===== src/rtl/config_chain_loader.sv =====
// Serial configuration chain loader: streams config words bit-serially into
// the tile chain head and captures the chain tail for readback.
module config_chain_loader #(
  parameter int WORD_WIDTH  = 32,
  parameter int COUNT_WIDTH = 16
) (
  input  logic                   clock,
  input  logic                   reset,
  input  logic                   start,
  input  logic                   abort,
  input  logic [COUNT_WIDTH-1:0] chain_length,
  input  logic [WORD_WIDTH-1:0]  word_data,
  input  logic                   word_valid,
  output logic                   word_ready,
  output logic                   cfg_data,
  output logic                   cfg_enable,
  input  logic                   cfg_return,
  output logic                   busy,
  output logic                   done,
  output logic [COUNT_WIDTH-1:0] bits_shifted,
  output logic [WORD_WIDTH-1:0]  readback_data
);

  localparam int WCW = $clog2(WORD_WIDTH + 1);

  localparam logic [1:0] IDLE  = 2'd0;
  localparam logic [1:0] FETCH = 2'd1;
  localparam logic [1:0] SHIFT = 2'd2;
  localparam logic [1:0] DONE  = 2'd3;

  logic [1:0]             state;
  logic [COUNT_WIDTH-1:0] length_q;
  logic [WORD_WIDTH-1:0]  buffer;
  logic [WCW-1:0]         word_cnt;
  logic [COUNT_WIDTH-1:0] shift_next;
  logic                   accept;

  assign shift_next = bits_shifted + 1'b1;
  assign accept     = word_valid & word_ready;

  // Abort blocks the handshake so no word is lost in the abort cycle
  assign word_ready = (state == FETCH) & ~abort;
  assign cfg_enable = (state == SHIFT);
  assign cfg_data   = cfg_enable & buffer[0];
  assign busy       = (state == FETCH) | (state == SHIFT);
  assign done       = (state == DONE);

  always_ff @(posedge clock) begin
    if (reset) begin
      state         <= IDLE;
      length_q      <= '0;
      buffer        <= '0;
      word_cnt      <= '0;
      bits_shifted  <= '0;
      readback_data <= '0;
    end else begin
      case (state)
        IDLE: begin
          if (start) begin
            length_q      <= chain_length;
            bits_shifted  <= '0;
            readback_data <= '0;
            state <= (chain_length != '0) ? FETCH : DONE;
          end
        end
        FETCH: begin
          if (abort) begin
            state <= IDLE;
          end else if (accept) begin
            buffer   <= word_data;
            word_cnt <= WCW'(WORD_WIDTH);
            state    <= SHIFT;
          end
        end
        SHIFT: begin
          buffer        <= buffer >> 1;
          bits_shifted  <= shift_next;
          readback_data <= {cfg_return, readback_data[WORD_WIDTH-1:1]};
          word_cnt      <= word_cnt - 1'b1;
          // Reaching the chain length beats word exhaustion
          if (abort) begin
            state <= IDLE;
          end else if (shift_next == length_q) begin
            state <= DONE;
          end else if (word_cnt == WCW'(1)) begin
            state <= FETCH;
          end
        end
        DONE: begin
          state <= IDLE;
        end
        default: begin
          state <= IDLE;
        end
      endcase
    end
  end

endmodule


===== config.mk =====
export PLATFORM = sky130hd
export DESIGN_NAME = config_chain_loader
export DESIGN_NICKNAME = d
export VERILOG_FILES = /design/src/rtl/config_chain_loader.sv
export SDC_FILE = /design/constraint.sdc
export NUM_CORES = 1
export LEC_CHECK = 0
export CAP_MARGIN = 40
export CELL_PAD_IN_SITES_DETAIL_PLACEMENT = 1
export CELL_PAD_IN_SITES_GLOBAL_PLACEMENT = 1
export CORE_MARGIN = 2
export CORE_UTILIZATION = 38
export DETAILED_ROUTE_END_ITERATION = 12
export PLACE_DENSITY_LB_ADDON = 0.1
export RECOVER_POWER = 50
export SETUP_SLACK_MARGIN = 0.02
export SLEW_MARGIN = 25
export SYNTH_ARGS = -nofsm -noshare
export SYNTH_HDL_FRONTEND = slang
export SYNTH_SLANG_ARGS = --single-unit

===== constraint.sdc =====
create_clock -name clock -period 2.8 [get_ports clock]
set_input_delay 0.28 -clock clock [delete_from_list [all_inputs] [get_ports clock]]
set_output_delay 0.28 -clock clock [all_outputs]
set_load 0.02 [all_outputs]

==> flow_metrics.env <==
export IMPL_maximum_number_of_pins_on_one_net_before_global_route_repair=48
export IMPL_antenna_violations_before_repair=0
export IMPL_cp_arrival_ns=2.89
export IMPL_yosys_cell_types=51
export IMPL_finalWeightedCongestion=0.894
export IMPL_fillCellCount=1527
export IMPL_core_rowCount=41
export IMPL_reg2reg_slack_ns=0.17
export IMPL_cellLeakagePower_uw=0.00238
export IMPL_num_vias=4444
export IMPL_worstReg2RegStart="bits_shifted[1]"
export IMPL_worst_slew_margin_rel_pct=31.8
export IMPL_antenna_fix_cells=0
export IMPL_clock_tree_from_tritoncts="yes"
export IMPL_start_util_pct=38.9
export IMPL_hold_path_depth=2
export IMPL_ys_dominant_reg_cell="sky130_fd_sc_hd__dfxtp_1"
export IMPL_netlist_area_mm2=0.00491
export IMPL_postSynthRegisterBits=104
export IMPL_synthToLayoutAreaGrowth_pct=31.4
export IMPL_report_power_total_uw=3280
export IMPL_synth_top_cells_by_area="sky130_fd_sc_hd__dfxtp_1 (42%), sky130_fd_sc_hd__nor2_1 (6.7%), sky130_fd_sc_hd__mux2i_1 (6.3%)"
export IMPL_sequential_cell_area_fraction_in_the_yosys_report_pct=42.4
export IMPL_power_per_cell_area_mw_per_mm2=508
export IMPL_p_comb_share_pct=13.3
export IMPL_numCtsBuffers=9
export IMPL_die_width_um=118
export IMPL_htreeDepth=3
export IMPL_hold_path_endpoint="word_cnt[1]"
export IMPL_syn_inst=567
export IMPL_critical_setup_path_kind="reg2reg"
export IMPL_seq_power_share_pct=48.1
export IMPL_post_synth_cell_area_avg_um2=8.67
export IMPL_worst_ep_required_time_ns=3.07
export IMPL_synthesized_nets=628
export IMPL_hold_start="reset"
export IMPL_status="finished, final reports clean"
export IMPL_final_period_utilization_pct=93.9
export IMPL_drt_first_pass_iters=4
export IMPL_drt_initial_drc_count=212
export IMPL_min_delay_path_class="in2reg"
export IMPL_final_area_mm2=0.00646
export IMPL_rsz0062_at_grt="no"
export IMPL_hpwl_um=10200
export IMPL_cp_max_fo=6
export IMPL_dpl_cells=821
export IMPL_critPathLaunchType="register"
export IMPL_detail_route_drc_violations=0
export IMPL_top_level_ports=107
export IMPL_ant_nets=0
export IMPL_post_cts_setup_buffer_count=0
export IMPL_p_int_uw=2450
export IMPL_cts_hold_buf=0
export IMPL_ctsLongestPathBuffers=2
export IMPL_dieHeight_um=118
export IMPL_final_setup_tns_ns=0
export IMPL_final_hold_viol_count=0
export IMPL_clock_sinks=104
export IMPL_worst_pin_slew_ns=1.02
export IMPL_r2r_end="state[0]"
export IMPL_power_share_clock_pct=38.7
export IMPL_synthesis_yosys_warnings=0
export IMPL_finalNonFillerCells=837
export IMPL_nNetsFinal=723
export IMPL_synth_edff_count=0
export IMPL_final_setup_viol_count=0
export IMPL_globalRoute_totalOverflow=0
export IMPL_port_buffers=106
export IMPL_yosysTopAreaCellShare_pct=42.4
export IMPL_core_area_mm2=0.0126
export IMPL_post_layout_util_pct=51.2
export IMPL_worstSetupEndpointType="register"
export IMPL_yosys_area_top_type="sky130_fd_sc_hd__dfxtp_1"
export IMPL_root_buffer_selected_by_cts="sky130_fd_sc_hd__clkbuf_16"
export IMPL_global_route_usage_total_pct=20.5
export IMPL_ir_drop_mv=0.349
export IMPL_wl_um=14100
export IMPL_dieArea_mm2=0.0139
export IMPL_placedInstanceArea_mm2=0.00611
export IMPL_most_frequent_cells_in_the_layout="sky130_fd_sc_hd__dfxtp_1 (104), sky130_fd_sc_hd__nor2_1 (88), sky130_fd_sc_hd__nand2_1 (59)"
export IMPL_final_max_slew_viol_count=0
export IMPL_grt_first_pass_wirelength_um=23100
export IMPL_clock_edge_transition_at_the_registers_on_the_reported_setup_and_hold_paths_ns=0.07
export IMPL_max_freq_mhz=380
export IMPL_clock_insertion_delay_at_the_later_pin_of_the_skew_report_ns=0.35
export IMPL_wire_per_inst_um=16.8
export IMPL_final_layout_size_suffix_gt1_share_pct=7.37
export IMPL_routed_via_density=5.31
export IMPL_period_minus_slack_ns=2.63
export IMPL_drv_cap=0
export IMPL_mostFrequentLayoutCell="sky130_fd_sc_hd__dfxtp_1"
export IMPL_p_sw_share_pct=25.4
export IMPL_via_count_of_the_first_global_routing_pass=4594
export IMPL_net_switching_power_uw=834
export IMPL_finClkSkew_ns=0.00776
export IMPL_synth_async_sr_flop_share_pct=0
export IMPL_worstRegToRegCells=9
worst max-delay path by stage:
| stage | from | endpoint | slack, ns | cells past startpoint |
|---|---|---|---|---|
| 2_1_floorplan | bits_shifted[1] | state[0] | 0.36 | 9 |
| 3_3_place_gp | bits_shifted[3] | state[0] | 0.34 | 7 |
| 3_5_place_dp | bits_shifted[3] | state[0] | 0.16 | 7 |
| 4_1_cts | state[0] | cfg_data | 0.12 | 5 |
| 5_1_grt | state[0] | buffer[22] | 0.04 | 8 |
| 6_report | bits_shifted[1] | state[0] | 0.17 | 9 |
timing repair:
action,CTS,global route
endpoints found under the hold margin,0,0
endpoints found under the setup margin,0,3
gates resized for setup,0,3
power groups by stage:
stage	logic (uW)	registers, uW	clock network, uW
2_1_floorplan	266	1600	0
3_3_place_gp	416	1610	0
3_5_place_dp	431	1610	0
4_1_cts	433	1580	1300
5_1_grt	482	1580	1360
6_report	436	1580	1270
worst max-delay path, stage by stage, from the launching register on:
cell and delay, ns:
sky130_fd_sc_hd__dfxtp_1 0.34, sky130_fd_sc_hd__ha_1 0.30, sky130_fd_sc_hd__buf_4 0.19, sky130_fd_sc_hd__nand3_1 0.14
sky130_fd_sc_hd__nor4_1 0.53, sky130_fd_sc_hd__xnor2_1 0.22, sky130_fd_sc_hd__nand2_1 0.12, sky130_fd_sc_hd__nor4_4 0.29
sky130_fd_sc_hd__o21ai_1 0.14, sky130_fd_sc_hd__a221oi_2 0.28
cells by family after synthesis:
| kind of cell | share of synthesized area, % |
|---|---|
| xor+xnor | 5.35 |
| compound gates | 18.0 |
| simple gates | 20.3 |
| mux | 6.31 |
| fa+ha+maj | 1.78 |
| buf+inv | 5.83 |
| flops | 42.4 |
per-layer routing:
layer	wire [um]	vias up	share of wire [%]	GRT usage, %
met2	7370	72	52	37.8
met1	5930	2166	42	23.5
li1	-	2198	-	-
met5	0	-	0	0
met3	665	8	4.7	5.81
met4	102	0	0.72	4.22
metrics by stage:
step / hold slack [ns] / setup slack (ns)
after global placement: 0.467 / 0.343
after CTS: 0.477 / 0.124
after floorplan: 0.416 / 0.359
after detailed placement: 0.466 / 0.156
final: 0.386 / 0.170
after global routing: 0.403 / 0.0387
cells in the mapped netlist, drive strengths merged (13+ instances only):
library cell	n
nor4	13
nor2	88
o21ai	17
a211oi	32
dfxtp	104
clkbuf	35
nand2	59
mux2i	31
xnor2	17
a22oi	35
xor2	13
nand3	16
a21oi	34
sequential cells by signal, indices dropped and copies added (netlist names):
register / cells
bits_shifted: 16
readback_data: 32
buffer: 32
word_cnt: 6
state: 2
length_q: 16
area by class of cell:
cell class | instances | area [um^2] | share of cell area [%]
repair buffers | 125 | 1270 | 19.6
inverters | 10 | 37.5 | 0.581
clock inverters | 4 | 53.8 | 0.833
clock buffers | 10 | 239 | 3.70
flip-flops and latches | 104 | 2080 | 32.2
multi-input cells | 412 | 2560 | 39.7
well taps | 172 | 215 | 3.33
Note: power is estimated with default switching activity, not from simulation.
==> edit 1: new RTL, config.mk and constraints unchanged <==
The parameter `WORD_WIDTH` goes from 32 to 64.
--- a/src/rtl/config_chain_loader.sv
+++ b/src/rtl/config_chain_loader.sv
@@ -1,7 +1,7 @@
 // Serial configuration chain loader: streams config words bit-serially into
 // the tile chain head and captures the chain tail for readback.
 module config_chain_loader #(
-  parameter int WORD_WIDTH  = 32,
+  parameter int WORD_WIDTH  = 64,
   parameter int COUNT_WIDTH = 16
 ) (
   input  logic                   clock,
Interface: changed (resized readback_data and word_data); port bits go from 107 to 171. No check against the original RTL was run, so the function may have changed too.
==> edit 1 against the original RTL <==
  * Setup slack improved by 0.066 ns
  * Sequential cell count increased by 65
  * Total power grew 130%
  * Final area up 52%
  * Synthesized area is 49% higher
  * Wire length grew 48%
  * Clock power rose by 89%
  * Combinational power grew to 4.7 times the old value
==> edit 1: results (changes against the original RTL) <==
pwr:
  p_leak_nw: 3.64  # +53%
  ir_drop_mv: 0.421  # +21%
drt:
  via_count: 6554  # +47%
  drt_first_iter_violations: 288  # +36%
  wire_per_inst_um: 17.3  # +2.8%
setup_path:
  cp-endpoint: "state[1]$_SDFFE_PP0P_"
  critPathSlowestCell: "or4_4"
  path_max_fanout: 8  # +2
  r2r_cells: 8  # -1
sta:
  finClkSkew_ns: 0.0143  # +0.00654 ns
grt:
  grt_pass1_wl_mm: 34.4  # +49%
  grt_usage: 0.211  # +0.00548
status:
  status: "finished, final reports clean"
finish:
  layout.nets: 1053  # +46%
  layout.cells.non_filler: 1205  # +44%
  drive_gt1_frac: 0.0639  # -0.00983
synthesis:
  ys_types: 50  # -2.0%
  syn_inst: 824  # +45%
  netlist_top_cells_area: "dfxtp_1, mux2i_1, nor2_1"
  syn_nets: 917  # +46%
  synth_common_cells: "dfxtp_1, nor2_1, a22oi_1"
clocking:
  clk_latency_ns: 0.42  # +0.07 ns
  h-tree-depth: 4  # +1
  cts_made_buffers: 17  # +8
place:
  placed_area_mm2: 0.00924  # +51%
  dp_slack_ns: 0.193  # +0.0370 ns
  post-dp-hpwl_mm: 14.6  # +43%
  gp_congestion: 0.906  # +1.4%
-- edit 1: cell count changes after synthesis, moves of 10 or more --
| cell | unedited run | this run |
|---|---|---|
| mux2i_1 | 31 | 63 |
| dfxtp_1 | 104 | 169 |
| a211oi_1 | 32 | 64 |
| nand2_1 | 59 | 49 |
| clkbuf_1 | 30 | 58 |
| nor2_1 | 88 | 162 |
| a22oi_1 | 35 | 68 |
-- edit 1: area by class of cell --
cell class | count | share of cell area
well taps | 234 | 0.0298
flip-flops and latches | 169 | 0.344
multi-input cells | 576 | 0.371
clock buffers | 17 | 0.0433
clock inverters | 13 | 0.0173
repair buffers | 186 | 0.190
inverters | 10 | 0.00382
-- edit 1: power groups by stage --
stage | logic, mW | clock network, mW | registers, mW
floorplan | 1.47 | 0 | 2.97
global placement | 1.95 | 0 | 3.02
detailed placement | 2.06 | 0 | 3.05
CTS | 2.07 | 2.46 | 3.00
global route | 2.28 | 2.57 | 3.04
finish | 2.04 | 2.40 | 2.99
-- edit 1: worst max-delay path: cells and delay by family, from the launching register on --
kind	cells	cell delay [ns]
AND/OR/NAND/NOR	3	0.94
flip-flops	1	0.46
AO/OA/AOI/OAI	3	0.69
XOR/XNOR	1	0.11
adder cells (fa/ha/maj)	1	0.24
-- edit 1: logic make-up (layout without fill, tap and decap cells) --
| logic type | Yosys count | count (layout) | synth area share |
|---|---|---|---|
| AO/OA/AOI/OAI | 209 | 209 | 0.199 |
| adder cells (fa/ha/maj) | 7 | 7 | 0.0120 |
| flip-flops | 169 | 169 | 0.463 |
| multiplexers | 63 | 63 | 0.0864 |
| AND/OR/NAND/NOR | 270 | 270 | 0.164 |
| buffers and inverters | 79 | 226 | 0.0420 |
| XOR/XNOR | 27 | 27 | 0.0324 |
-- edit 1: worst min path at each step --
| stage | from | end | depth (start not counted) |
|---|---|---|---|
| 3_3_place_gp | word_cnt[1]$_SDFFE_PP0P_ | word_cnt[1]$_SDFFE_PP0P_ | 2 |
| 5_1_grt | reset | word_cnt[6]$_SDFFE_PP0P_ | 2 |
| 3_5_place_dp | word_cnt[1]$_SDFFE_PP0P_ | word_cnt[1]$_SDFFE_PP0P_ | 2 |
| 2_1_floorplan | chain_length[0] | length_q[0]$_SDFFE_PP0P_ | 2 |
| 6_report | reset | buffer[63]$_SDFFE_PP0P_ | 2 |
| 4_1_cts | reset | buffer[63]$_SDFFE_PP0P_ | 2 |
-- edit 1: routing by layer --
metal / global-route usage / wire length, um / vias up
met5: 0 / 0 / -
met4: 0.0808 / 373 / 0
met3: 0.0535 / 878 / 26
met2: 0.384 / 11000 / 127
met1: 0.235 / 8580 / 3189
li1: - / - / 3212
==> edit 2: new RTL, config.mk and constraints unchanged <==
Made on the original files. Reset style: asynchronous (`reset`), changed in one clocked block.
--- a/src/rtl/config_chain_loader.sv
+++ b/src/rtl/config_chain_loader.sv
@@ -45,7 +45,7 @@
   assign busy       = (state == FETCH) | (state == SHIFT);
   assign done       = (state == DONE);
 
-  always_ff @(posedge clock) begin
+  always_ff @(posedge clock or posedge reset) begin
     if (reset) begin
       state         <= IDLE;
       length_q      <= '0;
Behaviour: differs if reset is asserted again (counterexample within 4 cycles, from zero or initial values and one cycle with reset high); with reset held inactive, the same outputs for 4 cycles.
==> edit 2 against the original RTL <==
  * Die area increased by 1.7%
  * Via count decreased by 13%
  * Setup slack improved by 0.13 ns
  * Critical endpoint is now state[1]$_DFFE_PP0P_
  * Clock skew decreased by 0.0025 ns
  * Count of clock-buffer cells in the layout decreased by 1
  * Wire length decreased by 7.8%
  * Final area increased by 2.1%
  * Global-route usage decreased by 0.96 points
  * Sequential cell count unchanged
  * Synthesized cell count decreased by 19%
  * Synthesized area increased by 1.7%
Power is not compared: it rests on default switching activity, and its combinational part moved more than twofold at a synthesized area within 25%.
==> edit 2: results (changes against the original RTL) <==
setup_path:
  arrival_ns: 2.73  # -0.16 ns
  reg2reg_slack_ns: 0.30  # +0.13 ns
  path_max_fanout: 11  # +5
  r2r_start: "bits_shifted[4]$_DFFE_PP0P_"
  rr_endpoint: "state[1]$_DFFE_PP0P_"
  critPathSlowestCell: "dfrtp_1"
grt:
  grt_pass1_wl_mm: 21.8  # -5.6%
  grt_usage: 0.196  # -0.00959
  grt_max_degree: 105  # +120%
  grt_pass1_vias: 4105  # -11%
worst_hold_path:
  min-delay-start: "buffer[0]$_DFFE_PP0P_"
  min_path_type: "reg -> reg"
  hold_path_end: "buffer[0]$_DFFE_PP0P_"
drt:
  drt_first_pass_iters: 4  # unchanged
  drt_first_iter_violations: 164  # -23%
sta:
  finClkSkew_ns: 0.00525  # -0.00251 ns
synthesis:
  async_flop_share: 1.00  # +1.00
  yosysSeqAreaShare: 0.521  # +0.0969
  syn_nets: 522  # -17%
  synth-main-ff-cell: "dfrtp_1"
  synth_common_cells: "dfrtp_1, o21ai_0, nand2_1"
finish:
  fill_cells: 1400  # -8.3%
  drive_gt1_frac: 0.0878  # +0.0141
  layout.nets: 615  # -15%
status:
  status: "finished, final reports clean"
place:
  placed_area_mm2: 0.00625  # +2.4%
  gp_congestion: 0.831  # -7.1%
  post-dp-hpwl_mm: 9.05  # -11%
edit 2: changes by cell type after synthesis, sizes merged, moves of 6 or more:
cell	unedited run	this run
a211oi	32	2
a21oi	34	7
a22o	0	35
a22oi	35	0
clkbuf	35	22
dfrtp	0	104
dfxtp	104	0
mux2	0	17
nand2	59	49
nand3	16	9
nor2	88	22
o21ai	17	53
o31ai	0	7
xor2	13	7
edit 2: worst max-delay path by stage:
stage          cells past startpoint                    to  slack [ns]
6_report                           7  state[1]$_DFFE_PP0P_        0.30
5_1_grt                            7  state[1]$_DFFE_PP0P_        0.09
4_1_cts                            7  state[1]$_DFFE_PP0P_        0.30
3_5_place_dp                       7  state[1]$_DFFE_PP0P_        0.30
3_3_place_gp                       8  state[1]$_DFFE_PP0P_        0.41
2_1_floorplan                      8  state[1]$_DFFE_PP0P_        0.52
edit 2: final cells by class:
cell class	count	share of cell area
Timing Repair Buffer	111	0.168
Inverter	10	0.00626
Sequential cell	104	0.394
Multi-Input combinational cell	318	0.344
Clock inverter	6	0.0201
Tap cell	172	0.0326
Clock buffer	9	0.0341
edit 2: cells by family after synthesis:
kind of cell,synth area share
compound gates,0.160
simple gates,0.124
flops,0.521
mux,0.102
buf+inv,0.0305
xor+xnor,0.0455
fa+ha+maj,0.0175
edit 2: per-layer routing:
layer | track usage | part of all wire | up-vias
met5 | 0 | 0 | -
met4 | 0.0737 | 0.019 | 0
met3 | 0.0468 | 0.053 | 15
met2 | 0.302 | 0.47 | 80
met1 | 0.267 | 0.46 | 1938
li1 | - | - | 1836
edit 2: worst min-delay path, cell delays in order, from the launching register on:
cell and delay (ns):
dfrtp_1 0.34, nand2_1 0.04, o21ai_0 0.06
edit 2: stage by stage:
step / setup slack (ns) / util / cells / hold slack, ns / power [mW]
final: 0.303 / 0.519 / 730 / 0.475 / 5.59
after global routing: 0.0875 / 0.519 / 730 / 0.508 / 6.00
after CTS: 0.297 / 0.520 / 730 / 0.474 / 5.68
after detailed placement: 0.303 / 0.492 / 715 / 0.463 / 4.13
after global placement: 0.414 / 0.492 / 715 / 0.456 / 4.04
after floorplan: 0.517 / - / 461 / 0.413 / 3.49
edit 2: report_power, final:
group | switching, mW | internal, mW
registers | 0.304 | 1.91
logic | 1.02 | 0.836
clock network | 0.560 | 0.958
